[src/rtl/fetch_redirect_ctrl.sv]
// Fetch PC sequencer: merges EX/ID recoveries, branch prediction and stalls into the next fetch PC.
// Optional macro FETCH_REDIRECT_BUBBLE_EN inserts a one-cycle fetch bubble after each applied redirect.

`ifndef SIZE_PC
`define SIZE_PC 32
`endif

module fetch_redirect_ctrl #(
    parameter logic [`SIZE_PC-1:0] RESET_PC = '0,
    parameter int                  CNT_W    = 16
) (
    input  logic                clk,
    input  logic                reset,
    input  logic                stall_i,
    input  logic                ctiQueueFull_i,
    input  logic                flagRecoverEX_i,
    input  logic [`SIZE_PC-1:0] targetAddrEX_i,
    input  logic                flagRecoverID_i,
    input  logic [`SIZE_PC-1:0] targetAddrID_i,
    input  logic                predTaken_i,
    input  logic [`SIZE_PC-1:0] predTarget_i,
    output logic [`SIZE_PC-1:0] pc_o,
    output logic                fetchValid_o,
    output logic                holdPending_o,
    output logic [CNT_W-1:0]    redirectCount_o
);

`ifdef FETCH_REDIRECT_BUBBLE_EN
    typedef enum logic [1:0] {RUN, HOLD, BUBBLE} state_t;
    localparam state_t POST_REDIRECT = BUBBLE;
`else
    typedef enum logic [1:0] {RUN, HOLD} state_t;
    localparam state_t POST_REDIRECT = RUN;
`endif

    state_t              state_q, state_d;
    logic [`SIZE_PC-1:0] pc_q, pc_d;
    logic [`SIZE_PC-1:0] pending_q, pending_d;
    logic [CNT_W-1:0]    count_q, count_d;
    logic                fetch_valid_q, fetch_valid_d;
    logic                hold_pending_q, hold_pending_d;
    logic                advance;
    logic                redirect;

    assign advance = ~stall_i & ~ctiQueueFull_i;

    always_comb begin
        state_d   = state_q;
        pc_d      = pc_q;
        pending_d = pending_q;
        redirect  = 1'b0;

        if (flagRecoverEX_i) begin
            // EX recovery outranks everything, including a captured ID target.
            pc_d      = targetAddrEX_i;
            pending_d = '0;
            redirect  = 1'b1;
            state_d   = POST_REDIRECT;
        end else begin
            case (state_q)
                RUN: begin
                    if (flagRecoverID_i) begin
                        if (advance) begin
                            pc_d     = targetAddrID_i;
                            redirect = 1'b1;
                            state_d  = POST_REDIRECT;
                        end else begin
                            pending_d = targetAddrID_i;
                            state_d   = HOLD;
                        end
                    end else if (advance) begin
                        pc_d = predTaken_i ? predTarget_i : pc_q + `SIZE_PC'(32);
                    end
                end
                HOLD: begin
                    // Later ID recoveries are dropped; the captured target is released once fetch can move.
                    if (advance) begin
                        pc_d      = pending_q;
                        pending_d = '0;
                        redirect  = 1'b1;
                        state_d   = POST_REDIRECT;
                    end
                end
`ifdef FETCH_REDIRECT_BUBBLE_EN
                BUBBLE: state_d = RUN;
`endif
                default: state_d = RUN;
            endcase
        end

        count_d = count_q;
        if (redirect && !(&count_q)) begin
            count_d = count_q + CNT_W'(1);
        end

        fetch_valid_d  = (state_d == RUN);
        hold_pending_d = (state_d == HOLD);
    end

    always_ff @(posedge clk) begin
        if (reset) begin
            state_q        <= RUN;
            pc_q           <= RESET_PC;
            pending_q      <= '0;
            count_q        <= '0;
            fetch_valid_q  <= 1'b1;
            hold_pending_q <= 1'b0;
        end else begin
            state_q        <= state_d;
            pc_q           <= pc_d;
            pending_q      <= pending_d;
            count_q        <= count_d;
            fetch_valid_q  <= fetch_valid_d;
            hold_pending_q <= hold_pending_d;
        end
    end

    assign pc_o            = pc_q;
    assign fetchValid_o    = fetch_valid_q;
    assign holdPending_o   = hold_pending_q;
    assign redirectCount_o = count_q;

endmodule

[config.mk]
export PLATFORM = sky130hd
export DESIGN_NAME = fetch_redirect_ctrl
export DESIGN_NICKNAME = d
export VERILOG_FILES = /design/src/rtl/fetch_redirect_ctrl.sv
export SDC_FILE = /design/constraint.sdc
export NUM_CORES = 1
export LEC_CHECK = 0
export BUFFER_PORTS_ARGS = -buffer_cell sky130_fd_sc_hd__buf_4
export CAP_MARGIN = 25
export CORE_AREA = 2 2 103 105
export DETAILED_ROUTE_END_ITERATION = 10
export DIE_AREA = 0 0 105 107
export PLACE_DENSITY_LB_ADDON = 0.08
export SYNTH_ARGS = -nofsm -noshare
export SYNTH_HDL_FRONTEND = slang
export SYNTH_SLANG_ARGS = --single-unit
[constraint.sdc]
create_clock -name clk -period 3.9 [get_ports clk]
set_input_delay 0.39 -clock clk [delete_from_list [all_inputs] [get_ports clk]]
set_output_delay 0.39 -clock clk [all_outputs]
set_load 0.02 [all_outputs]
**Word level (Yosys, flattened, before mapping)**

Index checks and enable logic that the tools add are counted.

- $add $sub $neg: 2
- Equality and inequality tests: 7
- Muxes and demuxes: 20
- Bitwise logic cells: 3
- Reductions and logical operators: 10

Operator list:

| operator | count |
|---|---|
| $mux W32 | 9 |
| $pmux W32 S2 | 2 |
| $add A32 B6 Y32 const B | 1 |
| $add A16 B1 Y16 const B | 1 |
| $reduce_and A16 Y1 | 1 |
| $mux W2 | 3 |
| $ne A2 B2 Y1 const B | 3 |
| $ne A3 B3 Y1 const B | 2 |
| $eq A2 B1 Y1 const B | 2 |
| $logic_not A2 Y1 | 2 |
| $mux W1 | 4 |
| $pmux W2 S2 | 1 |
| $reduce_and A4 Y1 | 1 |
| $reduce_and A3 Y1 | 1 |
| $reduce_bool A3 Y1 | 1 |
| $not A1 Y1 | 2 |
| $pmux W1 S2 | 1 |
| $reduce_bool A2 Y1 | 1 |
| $reduce_or A2 Y1 | 1 |
| $and A1 B1 Y1 | 1 |
| $logic_and A1 B1 Y1 | 1 |
| $logic_not A1 Y1 | 1 |

- Register bits after elaboration: 84
- Input port bits: 103
- Output and inout port bits: 50
- Word-level logic and storage cells: 48

**Depth between registers and ports, before layout**

- Word-level depth: 7
- Mapped depth: 8

**Least setup slack after synthesis**

Ideal clock, no wire load.

- Path type: register to register
- Start point: register pc_q[5], in the netlist pc_o[5]
- End point: register pc_q[19], in the netlist pc_o[19]
- Library setup time: 74 ps
- Data arrival time: 2177 ps
- Setup slack: 1649 ps
- Cell stages (with the launch flop): 8
- Path through: dfxtp_1 -> ha_1 -> nand2_1 -> or3_1 -> buf_2 -> or4_1 -> a221o_1 -> a31oi_1

- Longest elaborated chain between the ends: 6

Ends and longest elaborated chain:

| element | line | source |
|---|---|---|
| start: declaration | 37 | `` logic [`SIZE_PC-1:0] pc_q, pc_d; `` |
| start signal: assignment | 110 | `pc_q <= pc_d;` |
| $add A32 B6 Y32 | 72 | `` pc_d = predTaken_i ? predTarget_i : pc_q + `SIZE_PC'(32); `` |
| $mux W32 | 72 |  |
| $mux W32 | 71 | `end else if (advance) begin` |
| $mux W32 | 62 | `if (flagRecoverID_i) begin` |
| $pmux W32 S2 | 60 | `case (state_q)` |
| $mux W32 | 53 | `if (flagRecoverEX_i) begin` |

No other way between the ends. The select of a mux whose other input is x is not followed.
A chain may end at the register's enable or synchronous reset.

**Final worst setup path**

- Start point: register state_q[1]
- End point: register pc_q[18], in the netlist pc_o[18]

- Longest elaborated chain between the ends: 3

Ends and longest elaborated chain:

| element | line | source |
|---|---|---|
| start: declaration | 36 | `state_t state_q, state_d;` |
| start signal: assignment | 109 | `state_q <= state_d;` |
| $eq A2 B1 Y1 or $logic_not A2 Y1 (tied branches) | 60 |  |
| $ne A3 B3 Y1 (no line), or another cell as far along | -- |  |
| $reduce_and A3 Y1 (no line) or $mux W32 (tied branches) | -- |  |

Several ways; a longest one is shown, not always the timed one.

==> impl_results.html <==
<table>
<tr><th>Metric</th><th>Value</th></tr>
<tr><th colspan="2">Outcome</th></tr>
<tr><td>Run status</td><td>finished, final reports clean</td></tr>
<tr><th colspan="2">Setup path</th></tr>
<tr><td>Endpoint of the worst-slack reg-to-reg timing path</td><td>pc_o[18]</td></tr>
<tr><td>Category of the most critical setup path</td><td>reg2reg</td></tr>
<tr><td>Arrival time of the worst setup path</td><td>roughly 2.9 ns</td></tr>
<tr><td>CP Max Fanout</td><td>32</td></tr>
<tr><td>Reg-to-reg slack, setup</td><td>approximately 1.3 ns</td></tr>
<tr><td>Startpoint types</td><td>flip-flop</td></tr>
<tr><td>Data required time of the critical path</td><td>4.18 ns</td></tr>
<tr><td>Crit path capture type</td><td>flip-flop</td></tr>
<tr><td>Count of cells along the worst register-to-register path</td><td>5</td></tr>
<tr><td>Origin of the critical flop-to-flop path</td><td>state_q[1]</td></tr>
<tr><th colspan="2">Yosys</th></tr>
<tr><td>Total standard cell area after synthesis</td><td>4940 sq um</td></tr>
<tr><td>Distinct cell type count after synthesis</td><td>58</td></tr>
<tr><td>Gate Count Post-Synth</td><td>664</td></tr>
<tr><td>FFs w/ async S/R, synth</td><td>0%</td></tr>
<tr><td>Primary flip-flop cell chosen by synthesis mapping</td><td>sky130_fd_sc_hd__dfxtp_1</td></tr>
<tr><td>Sequential area share after synthesis</td><td>between 30% and 40%</td></tr>
<tr><td>Nets in the synthesized netlist</td><td>around 770</td></tr>
<tr><td>Avg Cell Area, Syn</td><td>between 7 and 8 sq um</td></tr>
<tr><td>Yosys Warn Count</td><td>0</td></tr>
<tr><td>Synthesis-stage register bit count</td><td>84</td></tr>
<tr><td>Number of enable-type register cells in the synthesized netlist</td><td>0</td></tr>
<tr><th colspan="2">Detailed routing</th></tr>
<tr><td>Antenna-violating nets left</td><td>0</td></tr>
<tr><td>Via count</td><td>5752</td></tr>
<tr><td>Pre-Repair DR Iteration Count</td><td>5</td></tr>
<tr><td>Via count normalized by instance count</td><td>6.23</td></tr>
<tr><td>Aggregate routed wire length</td><td>roughly 17000 um</td></tr>
<tr><td>Mean routed wirelength per cell</td><td>18.5 um</td></tr>
<tr><td>Number of remaining DRC errors</td><td>0</td></tr>
<tr><td>Initial DRC count</td><td>379</td></tr>
<tr><th colspan="2">Min path</th></tr>
<tr><td>Instance count along the most critical hold path</td><td>2</td></tr>
<tr><td>Worst Hold Class</td><td>in2reg</td></tr>
<tr><td>Hold Startpoint</td><td>targetAddrEX_i[6]</td></tr>
<tr><td>Sink of the worst hold path</td><td>pc_o[6]</td></tr>
<tr><th colspan="2">GRT</th></tr>
<tr><td>Total overflow reported by the global router</td><td>0</td></tr>
<tr><td>Wire length of the first global-routing pass</td><td>between 20000 and 30000 um</td></tr>
<tr><td>Initial antenna violation count</td><td>0</td></tr>
<tr><td>Maximum number of pins on one net before global-route repair</td><td>50</td></tr>
<tr><td>Number of global-route vias before repair</td><td>5486</td></tr>
<tr><td>Total routing usage reported by global routing</td><td>about 30%</td></tr>
<tr><th colspan="2">Floorplan</th></tr>
<tr><td>Core ar.</td><td>around 10000 sq um</td></tr>
<tr><td>Initial core utilization</td><td>around half</td></tr>
<tr><td>Die extent in x</td><td>approximately 110 um</td></tr>
<tr><td>Top-Level Pins</td><td>153</td></tr>
<tr><td>Row Count</td><td>37</td></tr>
<tr><td>Full die area</td><td>~11000 sq um</td></tr>
<tr><td>Overall die height</td><td>between 100 and 150 um</td></tr>
<tr><th colspan="2">Timing</th></tr>
<tr><td>Period utilization</td><td>between 60% and 70%</td></tr>
<tr><td>Setup violators final</td><td>0</td></tr>
<tr><td>Worst-case headroom to the max-slew limit</td><td>49.7%</td></tr>
<tr><td>RSZ-0062 raised after global routing</td><td>false</td></tr>
<tr><td>Endpoints failing hold</td><td>0</td></tr>
<tr><td>Total count of max-transition violations in the final report</td><td>0</td></tr>
<tr><td>Slew at the pin closest to its max-slew limit</td><td>between 0.7 and 0.8 ns</td></tr>
<tr><td>Min cycle time layout</td><td>2.62 ns</td></tr>
<tr><td>Clock Skews</td><td>approximately 0.0084 ns</td></tr>
<tr><td>Maximum clock rate</td><td>382 MHz</td></tr>
<tr><td>Setup TNS</td><td>0 ns</td></tr>
<tr><th colspan="2">Final layout</th></tr>
<tr><td>Number of antenna cells inserted</td><td>0</td></tr>
<tr><td>Register Area</td><td>1680 sq um</td></tr>
<tr><td>Proportion of layout cells with a drive suffix above 1</td><td>roughly 25%</td></tr>
<tr><td>P&amp;R area growth vs syn</td><td>29.2%</td></tr>
<tr><td>Final standard cell area without fillers</td><td>6390 sq um</td></tr>
<tr><td>Area of the multi-input gates</td><td>between 3000 and 4000 sq um</td></tr>
<tr><td>Count of filler cells inserted in the layout</td><td>977</td></tr>
<tr><td>Net count reported at finish</td><td>around 890</td></tr>
<tr><th colspan="2">CTS</th></tr>
<tr><td>Number of hold-repair buffers added at the cts stage</td><td>0</td></tr>
<tr><td>TritonCTS Buffers</td><td>9</td></tr>
<tr><td>Clock tree from TritonCTS</td><td>done</td></tr>
<tr><td>Clock insertion delay at the later pin of the skew report</td><td>approximately 0.36 ns</td></tr>
<tr><td>Post-CTS setup buffer count</td><td>0</td></tr>
<tr><td>H-Tree Level Count</td><td>3</td></tr>
<tr><td>Bufs on Longest Clock Path</td><td>2</td></tr>
<tr><td>Total of cells resized after clock tree synthesis</td><td>0</td></tr>
<tr><td>Clock root buffer</td><td>sky130_fd_sc_hd__clkbuf_8</td></tr>
<tr><td>Clock-pin slew on the worst setup and hold paths</td><td>approximately 0.09 ns</td></tr>
<tr><td>Clock sink count</td><td>84</td></tr>
<tr><th colspan="2">Placement</th></tr>
<tr><td>Placed wire-length estimate</td><td>~12000 um</td></tr>
<tr><td>Final weighted congestion in routability-driven placement</td><td>around 0.87</td></tr>
<tr><td>IO buf count</td><td>152</td></tr>
<tr><td>Cell area after placement</td><td>6130 sq um</td></tr>
<tr><th colspan="2">Flow run</th></tr>
<tr><td>Max-cap viol count</td><td>0</td></tr>
<tr><th colspan="2">Pwr</th></tr>
<tr><td>Relative contribution of the clock network to total power</td><td>between 30 and 40%</td></tr>
<tr><td>Sequential power share</td><td>between 40 and 50%</td></tr>
<tr><td>Switching share of power</td><td>between 20% and 30%</td></tr>
<tr><td>Static power due to leakage</td><td>about 2.4 nW</td></tr>
<tr><td>Switching power summed over all nets</td><td>0.000609 W</td></tr>
<tr><td>Total power divided by cell area</td><td>roughly 330 nW/um^2</td></tr>
<tr><td>VDD IR max</td><td>~0.16 mV</td></tr>
<tr><td>Combinational fraction of design power</td><td>19.9%</td></tr>
<tr><td>Cell internal power dissipation</td><td>about 0.0015 W</td></tr>
</table>
==> synth_stat cells, types with 4 or more instances <==
| cell type | number | share of area [%] |
|---|---|---|
| sky130_fd_sc_hd__a21oi_1 | 71 | 7.2 |
| sky130_fd_sc_hd__mux2i_1 | 6 | 1.2 |
| sky130_fd_sc_hd__inv_1 | 13 | 0.99 |
| sky130_fd_sc_hd__a311oi_1 | 4 | 0.71 |
| sky130_fd_sc_hd__or3_1 | 6 | 0.76 |
| sky130_fd_sc_hd__o21ai_0 | 34 | 3.4 |
| sky130_fd_sc_hd__xor2_1 | 5 | 0.89 |
| sky130_fd_sc_hd__nor2_1 | 56 | 4.3 |
| sky130_fd_sc_hd__and3_1 | 8 | 1.0 |
| sky130_fd_sc_hd__a221o_1 | 4 | 0.81 |
| sky130_fd_sc_hd__nor4_1 | 13 | 1.6 |
| sky130_fd_sc_hd__o211ai_1 | 4 | 0.61 |
| sky130_fd_sc_hd__clkbuf_1 | 50 | 3.8 |
| sky130_fd_sc_hd__a211oi_1 | 21 | 3.2 |
| sky130_fd_sc_hd__nand2_1 | 72 | 5.5 |
| sky130_fd_sc_hd__a221oi_1 | 15 | 2.7 |
| sky130_fd_sc_hd__xnor2_1 | 16 | 2.8 |
| sky130_fd_sc_hd__nor3_1 | 25 | 2.5 |
| sky130_fd_sc_hd__nand4_1 | 11 | 1.4 |
| sky130_fd_sc_hd__a2111oi_0 | 4 | 0.71 |
| sky130_fd_sc_hd__nand3_1 | 47 | 4.8 |
| sky130_fd_sc_hd__o22ai_1 | 11 | 1.4 |
| sky130_fd_sc_hd__o221ai_1 | 9 | 1.6 |
| sky130_fd_sc_hd__and4_1 | 4 | 0.71 |
| sky130_fd_sc_hd__dfxtp_1 | 84 | 34 |
| sky130_fd_sc_hd__nand2b_1 | 8 | 1.0 |
==> logic make-up after synthesis <==
kind of cell	Yosys count	share of synthesized area (%)
AOI/OAI and AO/OA	212	28.5
and+or+nand+nor	268	26.4
buffers and inverters	69	5.31
other	1	0.0758
adders and majority gates	2	0.506
DFF	84	34.0
xor gates and xnor gates	21	3.72
muxes	7	1.44
==> through the flow <==
stage / instances / total power, W / hold slack [ns] / utilization (%) / setup WS [ns]
after floorplan: 664 / 0.00117 / 0.427 / - / 1.65
after global placement: 906 / 0.00136 / 0.435 / 60.7 / 1.39
after detailed placement: 906 / 0.00137 / 0.440 / 60.7 / 1.33
after CTS: 922 / 0.00210 / 0.265 / 63.1 / 1.36
after global routing: 924 / 0.00219 / 0.273 / 63.3 / 1.15
final: 924 / 0.00211 / 0.277 / 63.3 / 1.28
==> cell usage in the layout, fill, tap and decap left out, types with 5 or more instances in the layout <==
| master | instances |
|---|---|
| sky130_fd_sc_hd__nand3_1 | 47 |
| sky130_fd_sc_hd__nor2_1 | 56 |
| sky130_fd_sc_hd__o221ai_1 | 9 |
| sky130_fd_sc_hd__buf_4 | 162 |
| sky130_fd_sc_hd__clkbuf_8 | 12 |
| sky130_fd_sc_hd__nand2b_1 | 7 |
| sky130_fd_sc_hd__and3_1 | 8 |
| sky130_fd_sc_hd__o22ai_1 | 11 |
| sky130_fd_sc_hd__o21ai_0 | 34 |
| sky130_fd_sc_hd__a221oi_1 | 15 |
| sky130_fd_sc_hd__mux2i_1 | 6 |
| sky130_fd_sc_hd__nand2_1 | 72 |
| sky130_fd_sc_hd__a211oi_1 | 21 |
| sky130_fd_sc_hd__inv_1 | 13 |
| sky130_fd_sc_hd__xnor2_1 | 16 |
| sky130_fd_sc_hd__or3_1 | 6 |
| sky130_fd_sc_hd__nor4_1 | 13 |
| sky130_fd_sc_hd__xor2_1 | 5 |
| sky130_fd_sc_hd__dfxtp_1 | 84 |
| sky130_fd_sc_hd__nand4_1 | 11 |
| sky130_fd_sc_hd__nor3_1 | 24 |
| sky130_fd_sc_hd__a21oi_1 | 70 |
==> metal layers <==
| layer | routed length (um) | part of all wire [%] | GRT usage [%] | vias up |
|---|---|---|---|---|
| li1 | - | - | - | 2719 |
| met1 | 6880 | 40 | 39.4 | 2643 |
| met5 | 0 | 0 | 0 | - |
| met2 | 7910 | 46 | 47.8 | 346 |
| met4 | 563 | 3.3 | 14.9 | 0 |
| met3 | 1780 | 10 | 6.69 | 44 |
==> power by group through the flow <==
stage          Sequential, W  Clock, W  Combinational (W)
2_1_floorplan       0.000980         0           0.000191
3_3_place_gp        0.000959         0           0.000405
3_5_place_dp        0.000961         0           0.000412
4_1_cts             0.000941  0.000749           0.000414
5_1_grt             0.000948  0.000789           0.000453
6_report            0.000943  0.000746           0.000419
==> worst max path at each step <==
stage | start | to | slack, ns | depth (start not counted)
4_1_cts | state_q[1] | pc_o[18] | 1.36 | 5
3_5_place_dp | flagRecoverEX_i | redirectCount_o[9] | 1.33 | 6
3_3_place_gp | flagRecoverEX_i | redirectCount_o[11] | 1.39 | 6
6_report | state_q[1] | pc_o[18] | 1.28 | 5
2_1_floorplan | pc_o[5] | pc_o[19] | 1.65 | 7
5_1_grt | state_q[1] | pc_o[18] | 1.15 | 5
==> registers in the layout, indices dropped and copies added (netlist names) <==
signal	flops
pc_o	32
pending_q	32
redirectCount_o	16
state_q	2
fetchValid_o	1
holdPending_o	1
==> cell type report <==
type,count,share of cell area (%)
Clock buffer,13,2.64
Inverter,13,0.764
Timing Repair Buffer,164,19.4
Multi-Input combinational cell,511,47.2
Clock inverter,3,1.06
Tap cell,136,2.66
Sequential cell,84,26.3
==> worst max-delay path, cell delays in order (launching register included) <==
cell                       delay (ns)
sky130_fd_sc_hd__dfxtp_1         0.52
sky130_fd_sc_hd__nand2b_2        0.59
sky130_fd_sc_hd__nand2b_1        0.36
sky130_fd_sc_hd__nor2_1          0.23
sky130_fd_sc_hd__or4b_2          0.61
sky130_fd_sc_hd__a41oi_1         0.23
(Power assumes the default switching activity.)
